`src/rtl/serial_arith_pkg.sv`:
```
// Shared definitions for the bit-serial adder controller: sequencing
// states and the default operand width.
package serial_arith_pkg;

    localparam int DEFAULT_WIDTH = 8;

    typedef enum logic [1:0] {
        IDLE = 2'd0,
        RUN  = 2'd1,
        DONE = 2'd2
    } ctrlState_t;

endpackage

```
`src/rtl/full_adder_cell.sv`:
```
// Full adder built from two half adders and an OR gate. The serial
// controller reuses this single cell for every bit position.
module full_adder_cell (
    input  logic a,
    input  logic b,
    input  logic cin,
    output logic s,
    output logic co
);

    logic w_partSum;
    logic w_partCarry;
    logic w_finalCarry;

    halfAdder u_haOperands (
        .a (a),
        .b (b),
        .s (w_partSum),
        .c (w_partCarry)
    );

    halfAdder u_haCarryIn (
        .a (w_partSum),
        .b (cin),
        .s (s),
        .c (w_finalCarry)
    );

    or_gate u_carryMerge (
        .a (w_partCarry),
        .b (w_finalCarry),
        .y (co)
    );

endmodule

```
`src/rtl/halfAdder.sv`:
```
// Half adder: sum and carry of two single-bit inputs.
module halfAdder (
    input  logic a,
    input  logic b,
    output logic s,
    output logic c
);

    // Sum is the parity of the inputs, carry is their conjunction.
    always_comb begin
        s = a ^ b;
        c = a & b;
    end

endmodule

```
`src/rtl/or_gate.sv`:
```
// Two-input OR, used to merge the half-adder carries.
module or_gate (
    input  logic a,
    input  logic b,
    output logic y
);

    // Either half adder producing a carry means the full adder carries.
    always_comb begin
        y = a | b;
    end

endmodule

```
`src/rtl/serial_adder_ctrl.sv`:
```
// Bit-serial adder controller: latches an operand pair on start, pushes
// one bit pair per clock (LSB first) through a single full-adder cell and
// publishes sum, carry-out and signed overflow with a one-cycle done pulse.
module serial_adder_ctrl
    import serial_arith_pkg::*;
#(
    parameter int WIDTH = DEFAULT_WIDTH
) (
    input  logic             clk,
    input  logic             rst,
    input  logic             start,
    input  logic [WIDTH-1:0] a,
    input  logic [WIDTH-1:0] b,
    input  logic             cin,
    output logic             busy,
    output logic             done,
    output logic [WIDTH-1:0] sum,
    output logic             cout,
    output logic             ovf
);

    localparam int CNT_W = $clog2(WIDTH + 1);
    localparam logic [CNT_W-1:0] CNT_LAST    = CNT_W'(WIDTH - 1);
    localparam logic [CNT_W-1:0] CNT_PRE_MSB = CNT_W'(WIDTH - 2);

    ctrlState_t       r_state;
    logic [WIDTH-1:0] r_aSr;
    logic [WIDTH-1:0] r_bSr;
    logic [WIDTH-2:0] r_sumSr;
    logic             r_carry;
    logic             r_cMsb;
    logic [CNT_W-1:0] r_cnt;
    logic             r_busy;
    logic             r_done;
    logic [WIDTH-1:0] r_sum;
    logic             r_cout;
    logic             r_ovf;

    logic             w_cellSum;
    logic             w_cellCo;
    logic [WIDTH-1:0] w_sumShift;

    full_adder_cell u_cell (
        .a   (r_aSr[0]),
        .b   (r_bSr[0]),
        .cin (r_carry),
        .s   (w_cellSum),
        .co  (w_cellCo)
    );

    // The accumulator keeps only WIDTH-1 bits; the bit from the current
    // cycle completes the word, so the final result is this concatenation.
    always_comb begin
        w_sumShift = {w_cellSum, r_sumSr};
    end

    // Sequencer: load on accepted start, shift one bit per cycle while
    // running, and register the result on the last bit.
    always_ff @(posedge clk) begin
        if (rst) begin
            r_state <= IDLE;
            r_aSr   <= '0;
            r_bSr   <= '0;
            r_sumSr <= '0;
            r_carry <= 1'b0;
            r_cMsb  <= 1'b0;
            r_cnt   <= '0;
            r_busy  <= 1'b0;
            r_done  <= 1'b0;
            r_sum   <= '0;
            r_cout  <= 1'b0;
            r_ovf   <= 1'b0;
        end else begin
            case (r_state)
                IDLE, DONE: begin
                    r_done <= 1'b0;
                    if (start) begin
                        r_aSr   <= a;
                        r_bSr   <= b;
                        r_carry <= cin;
                        r_cMsb  <= 1'b0;
                        r_cnt   <= '0;
                        r_busy  <= 1'b1;
                        r_state <= RUN;
                    end else begin
                        r_state <= IDLE;
                    end
                end
                RUN: begin
                    r_aSr   <= r_aSr >> 1;
                    r_bSr   <= r_bSr >> 1;
                    r_sumSr <= w_sumShift[WIDTH-1:1];
                    r_carry <= w_cellCo;
                    r_cnt   <= r_cnt + CNT_W'(1);
                    if (r_cnt == CNT_PRE_MSB) begin
                        r_cMsb <= w_cellCo;
                    end
                    if (r_cnt == CNT_LAST) begin
                        r_sum   <= w_sumShift;
                        r_cout  <= w_cellCo;
                        r_ovf   <= r_cMsb ^ w_cellCo;
                        r_busy  <= 1'b0;
                        r_done  <= 1'b1;
                        r_state <= DONE;
                    end
                end
                default: begin
                    r_busy  <= 1'b0;
                    r_done  <= 1'b0;
                    r_state <= IDLE;
                end
            endcase
        end
    end

    assign busy = r_busy;
    assign done = r_done;
    assign sum  = r_sum;
    assign cout = r_cout;
    assign ovf  = r_ovf;

endmodule

```
`config.mk`:
```
export PLATFORM = sky130hd
export DESIGN_NAME = serial_adder_ctrl
export DESIGN_NICKNAME = d
export VERILOG_FILES = /design/src/rtl/serial_arith_pkg.sv /design/src/rtl/full_adder_cell.sv /design/src/rtl/halfAdder.sv /design/src/rtl/or_gate.sv /design/src/rtl/serial_adder_ctrl.sv
export SDC_FILE = /design/constraint.sdc
export NUM_CORES = 1
export LEC_CHECK = 0
export CORE_ASPECT_RATIO = 1.25
export CORE_MARGIN = 2
export CORE_UTILIZATION = 39
export DETAILED_ROUTE_END_ITERATION = 12
export HOLD_SLACK_MARGIN = 0.12
export SYNTH_ARGS = -nofsm -noshare
export SYNTH_HDL_FRONTEND = slang
export SYNTH_HIERARCHICAL = 1
export SYNTH_SLANG_ARGS = --single-unit
```
`constraint.sdc`:
```
create_clock -name clk -period 3.6 [get_ports clk]
set_input_delay 0.54 -clock clk [delete_from_list [all_inputs] [get_ports clk]]
set_output_delay 0.54 -clock clk [all_outputs]
set_load 0.02 [all_outputs]
```
==> results.md <==
- CTS built an H-tree with a depth of 2.
- The slowest cell on the critical path is sky130_fd_sc_hd__clkdlybuf4s50_1.
- The via count of the first global-routing pass was approximately 1.4k.
- The number of clock buffers inserted by TritonCTS is 5.
- In this run, placement finished with an instance count of 275.
- For the pin with the worst max-slew slack, the measured transition is 1.071 ns.
- The number of setup buffers added after CTS is 0.
- Summed over all failing endpoints, the final setup total negative slack is 0 ns.
- Among cell families on the critical path, the largest total delay comes from buffers and inverters.
- The area of the die is 5237 um^2.
- The startpoint type of the worst setup path is a primary input.
- The synthesized netlist contains 31 unique library cells.
- In this run the most used layer during global routing was met2.
- Across the run, the number of max-cap violations was 0.
- Between clock sinks in the finished design, the worst skew comes to 0.004004 ns.
- The clock period could shrink to a little over 2 ns.
- The repair_antennas step left the layout with diodes totalling 0.
- Data arrives at the worst endpoint at between 2 and 2.5 ns.
- The number of DRC violations after detailed-routing iteration 0 is 81.
- The setup path with the least slack is of type primary input to register.
- The floorplan die height is roughly 80 um.
- The count of port buffers added during placement is 31.
- VDD sags by at most 0.2218 mV.
- The largest family of logic cells by synthesized area is compound AO/OA/AOI/OAI gates.
- From left edge to right edge, the die measures 65.13 um.
- The xor and xnor fraction of the mapped netlist area is 0.9615%.
- The CTS clock-pin slew for the worst setup and hold paths is 0.08 ns.
- The met2 layer usage reported by global route is 28.66%.
- The endpoint kind of the worst setup timing path is a register.
- In this run, post-CTS repair resized a total of 0 instances.
- The met1 usage in global routing is 17.52%.
- The antenna violation net count after detailed routing is 0.
- The fraction of the mapped netlist area in compound gates is between 20 and 25%.
- The first-pass GRT wire length is about 6400 um.
- In the global route stage, met3 resource usage came out at under 10%.
- The power density of the placed cells is 421.1 nW/um^2.
- At the end of the flow, the number of nets in the layout was 248.
- The number of fill cells in the layout is 467.
- The number of setup violations in the final report is 0.
- The number of slew-limit violations in the final report was 0.
- The synthesized netlist devotes under 10% of its cell area to adder and majority cells.
- The pre-antenna-repair detailed-routing pass consisted of 4 iterations.
- At the worst endpoint, the required time is 3.78 ns.
- The number of buffers on the longest clock path is 2.
- The cell area after placement is roughly 2100 um^2.
- In the final routed layout, each cell accounts on average for 13.33 um.
- The floorplan has 27 rows.
- Setup repair after global routing left no endpoint under its margin.
- Compared with the post-synthesis result, the final layout area differs by 21.57%.
- The basic-gate share of the synthesized area counting and, or, nand and nor cells is a little under a fifth.
- The routability-driven placement congestion ratio is 0.7344.
- The hold-fix buffer count after cts is 0.
- Counting both buffers and inverters, the worst setup path holds a total of 3.
- The initial antenna violation count was 0.
- The portion of synthesized area spent on multiplexers is 1.923%.
- The final HPWL from detailed placement is 2292 um.
- In the routed layout, each cell is associated on average with a via count of 5.304.
- The layout cell share with drive strength beyond 1 is under 10%.
- Of all nets on the critical path, the largest fanout is 40.
- The aggregate global-route resource usage is 15.50%.
- The number of sinks on the clock net is 43.
- Across all layers, the routed design uses 1501 vias.
- The finished layout holds 283 standard cells, fillers aside.
- The gate count after technology mapping is about 200.
- The area of the core is 4459 um^2.
- The flow ran to the end, and the final reports show no timing, DRC or antenna violations.
- The worst path uses 55.90% of the clock period.
- The global-route congestion overflow total is 0.
- In this design, the stage delay of the slowest critical-path cell is 0.46 ns.
- The summed area of non-filler cells in the final layout is 2215 um^2.
- The total wirelength of the detailed-routed design is between 3000 and 4000 um.
- Timing would allow up to 496.9 MHz.
- The synthesized design contains 43 register bits.
- The static leakage power is between 0.8 and 0.9 nW.
- The DRC violations left is 0.
- For this configuration, the core starts out at a cell density of between 40% and 50%.
- The portion of the post-synthesis area used by sequential elements is 47.25%.
- The signal on the critical path passes through clkdlybuf4s50_1 > buf_4 > inv_1 > and3_1 > mux2_4.
- In this run the mean area of a mapped cell was a little over 9 um^2.
- After synthesis the cells add up to ~1800 um^2.
- For this design the top-level I/O count stands at 32.
- The number of hold violations in the final report was 0.
- The maximum number of pins on one net before global-route repair is 41.
- TritonCTS built the clock tree.
- The worst hold path belongs to the class register to register.
- The later pin in the worst-skew pair is clocked with a latency of 0.29 ns.
- The net count of the mapped netlist is 225.
- Yosys printed 6 warnings.
- Headroom to the max-slew limit came out at between 20 and 30%.
- The cell sitting at the root of the clock tree is a sky130_fd_sc_hd__clkbuf_8.
- The final core utilization is 49.66%.
[placed cells by master (no fill, tap or decap), types with 2 or more instances in the layout]
cell type and count:
sky130_fd_sc_hd__nand2_1 20, sky130_fd_sc_hd__clkdlybuf4s50_1 31, sky130_fd_sc_hd__a31o_1 2, sky130_fd_sc_hd__a21oi_1 38, sky130_fd_sc_hd__and3_1 2, sky130_fd_sc_hd__a31o_2 6
sky130_fd_sc_hd__buf_4 3, sky130_fd_sc_hd__nand2b_1 11, sky130_fd_sc_hd__a22oi_1 15, sky130_fd_sc_hd__clkbuf_8 7, sky130_fd_sc_hd__mux2i_1 2, sky130_fd_sc_hd__inv_1 2
sky130_fd_sc_hd__nand3_1 20, sky130_fd_sc_hd__ha_1 4, sky130_fd_sc_hd__nor3_1 2, sky130_fd_sc_hd__nor2b_1 2, sky130_fd_sc_hd__dfxtp_1 43, sky130_fd_sc_hd__a21o_1 2
[stage by stage]
stage | hold slack (ns) | power (W) | setup slack, ns
3_5_place_dp | 0.4578 | 0.0006125 | 1.286
6_report | 0.4671 | 0.0009325 | 1.588
5_1_grt | 0.4942 | 0.0009710 | 1.500
2_1_floorplan | 0.4367 | 0.0005785 | 2.188
4_1_cts | 0.4689 | 0.0009434 | 1.596
3_3_place_gp | 0.4464 | 0.0006119 | 1.276
[logic make-up (layout without fill, tap and decap cells)]
kind of cell,count (synthesis),count (layout)
AO/OA/AOI/OAI,65,65
flip-flops,43,43
buffers and inverters,20,44
adder cells (fa/ha/maj),4,4
multiplexers,3,3
AND/OR/NAND/NOR,64,64
XOR/XNOR,2,2
[metal layers]
layer,routed length [um],part of all wire [%]
met5,0,0
met4,44,1.2
met3,143,3.8
met2,1906,51
met1,1679,45
[worst reg2reg max path, stage by stage (launching register included)]
cell and delay [ns]:
sky130_fd_sc_hd__dfxtp_1 0.38, sky130_fd_sc_hd__nand2b_1 0.55, sky130_fd_sc_hd__and3_1 0.40, sky130_fd_sc_hd__mux2_4 0.25
[Yosys cell counts]
cell type	number	area (um^2)
sky130_fd_sc_hd__and2_1	1	6.260
sky130_fd_sc_hd__a31o_2	6	52.55
sky130_fd_sc_hd__mux2i_1	2	20.02
sky130_fd_sc_hd__buf_4	2	15.01
sky130_fd_sc_hd__a21o_1	2	15.01
sky130_fd_sc_hd__nor3_1	2	10.01
sky130_fd_sc_hd__buf_6	4	45.04
sky130_fd_sc_hd__mux2_4	1	15.01
sky130_fd_sc_hd__dfxtp_1	43	860.8
sky130_fd_sc_hd__ha_1	4	50.05
sky130_fd_sc_hd__a211oi_2	1	12.51
sky130_fd_sc_hd__a31o_1	2	17.52
sky130_fd_sc_hd__nor2b_1	2	12.51
sky130_fd_sc_hd__o21ai_0	1	5.000
sky130_fd_sc_hd__a22oi_1	15	112.6
sky130_fd_sc_hd__nand2b_1	11	68.82
sky130_fd_sc_hd__xor2_1	1	8.760
sky130_fd_sc_hd__nand4_1	1	6.260
sky130_fd_sc_hd__a21oi_1	38	190.2
sky130_fd_sc_hd__or2_1	1	6.260
sky130_fd_sc_hd__clkbuf_1	6	22.52
sky130_fd_sc_hd__buf_2	6	30.03
sky130_fd_sc_hd__nand2_1	20	75.07
sky130_fd_sc_hd__xnor2_1	1	8.760
sky130_fd_sc_hd__and2b_1	1	7.510
sky130_fd_sc_hd__and3_1	2	12.51
sky130_fd_sc_hd__inv_1	2	7.510
sky130_fd_sc_hd__nand3_1	20	100.1
sky130_fd_sc_hd__and4bb_4	1	16.27
sky130_fd_sc_hd__nand3b_1	1	7.510
sky130_fd_sc_hd__nor2_1	1	3.750
[report_power, final]
part           internal, W  total (W)  switching (W)  leakage, nW
Sequential        0.000493   0.000503      0.0000107        0.350
Combinational    0.0000435  0.0000968      0.0000533        0.412
Clock             0.000175   0.000332       0.000157       0.0515
Total             0.000711   0.000932       0.000221        0.814
[registers in the layout, summed over array words and instances, names as in the netlist, 2 cells and up]
register / cells
r_aSr: 8
sum: 8
r_bSr: 8
r_cnt: 4
r_state: 2
r_sumSr: 7
[final cells by class]
class / instances / area [um^2] / area share, %
Timing Repair Buffer: 34 / 332.8 / 15.03
Multi-Input combinational cell: 138 / 840.8 / 37.97
Clock buffer: 8 / 100.1 / 4.520
Tap cell: 58 / 72.57 / 3.277
Sequential cell: 43 / 860.8 / 38.87
Inverter: 2 / 7.507 / 0.3390
[path summary, 6_finish.rpt]
| check | start | end | slack [ns] | cells past startpoint |
|---|---|---|---|---|
| hold / removal | r_sumSr[0] | r_sumSr[0] | 0.47 | 2 |
| setup / recovery | rst | r_cnt[3] | 1.59 | 5 |
| hold reg to reg | r_sumSr[0] | r_sumSr[0] | 0.47 | 2 |
| setup reg to reg | r_state[0] | r_cnt[3] | 1.93 | 3 |
(Power assumes the default switching activity.)
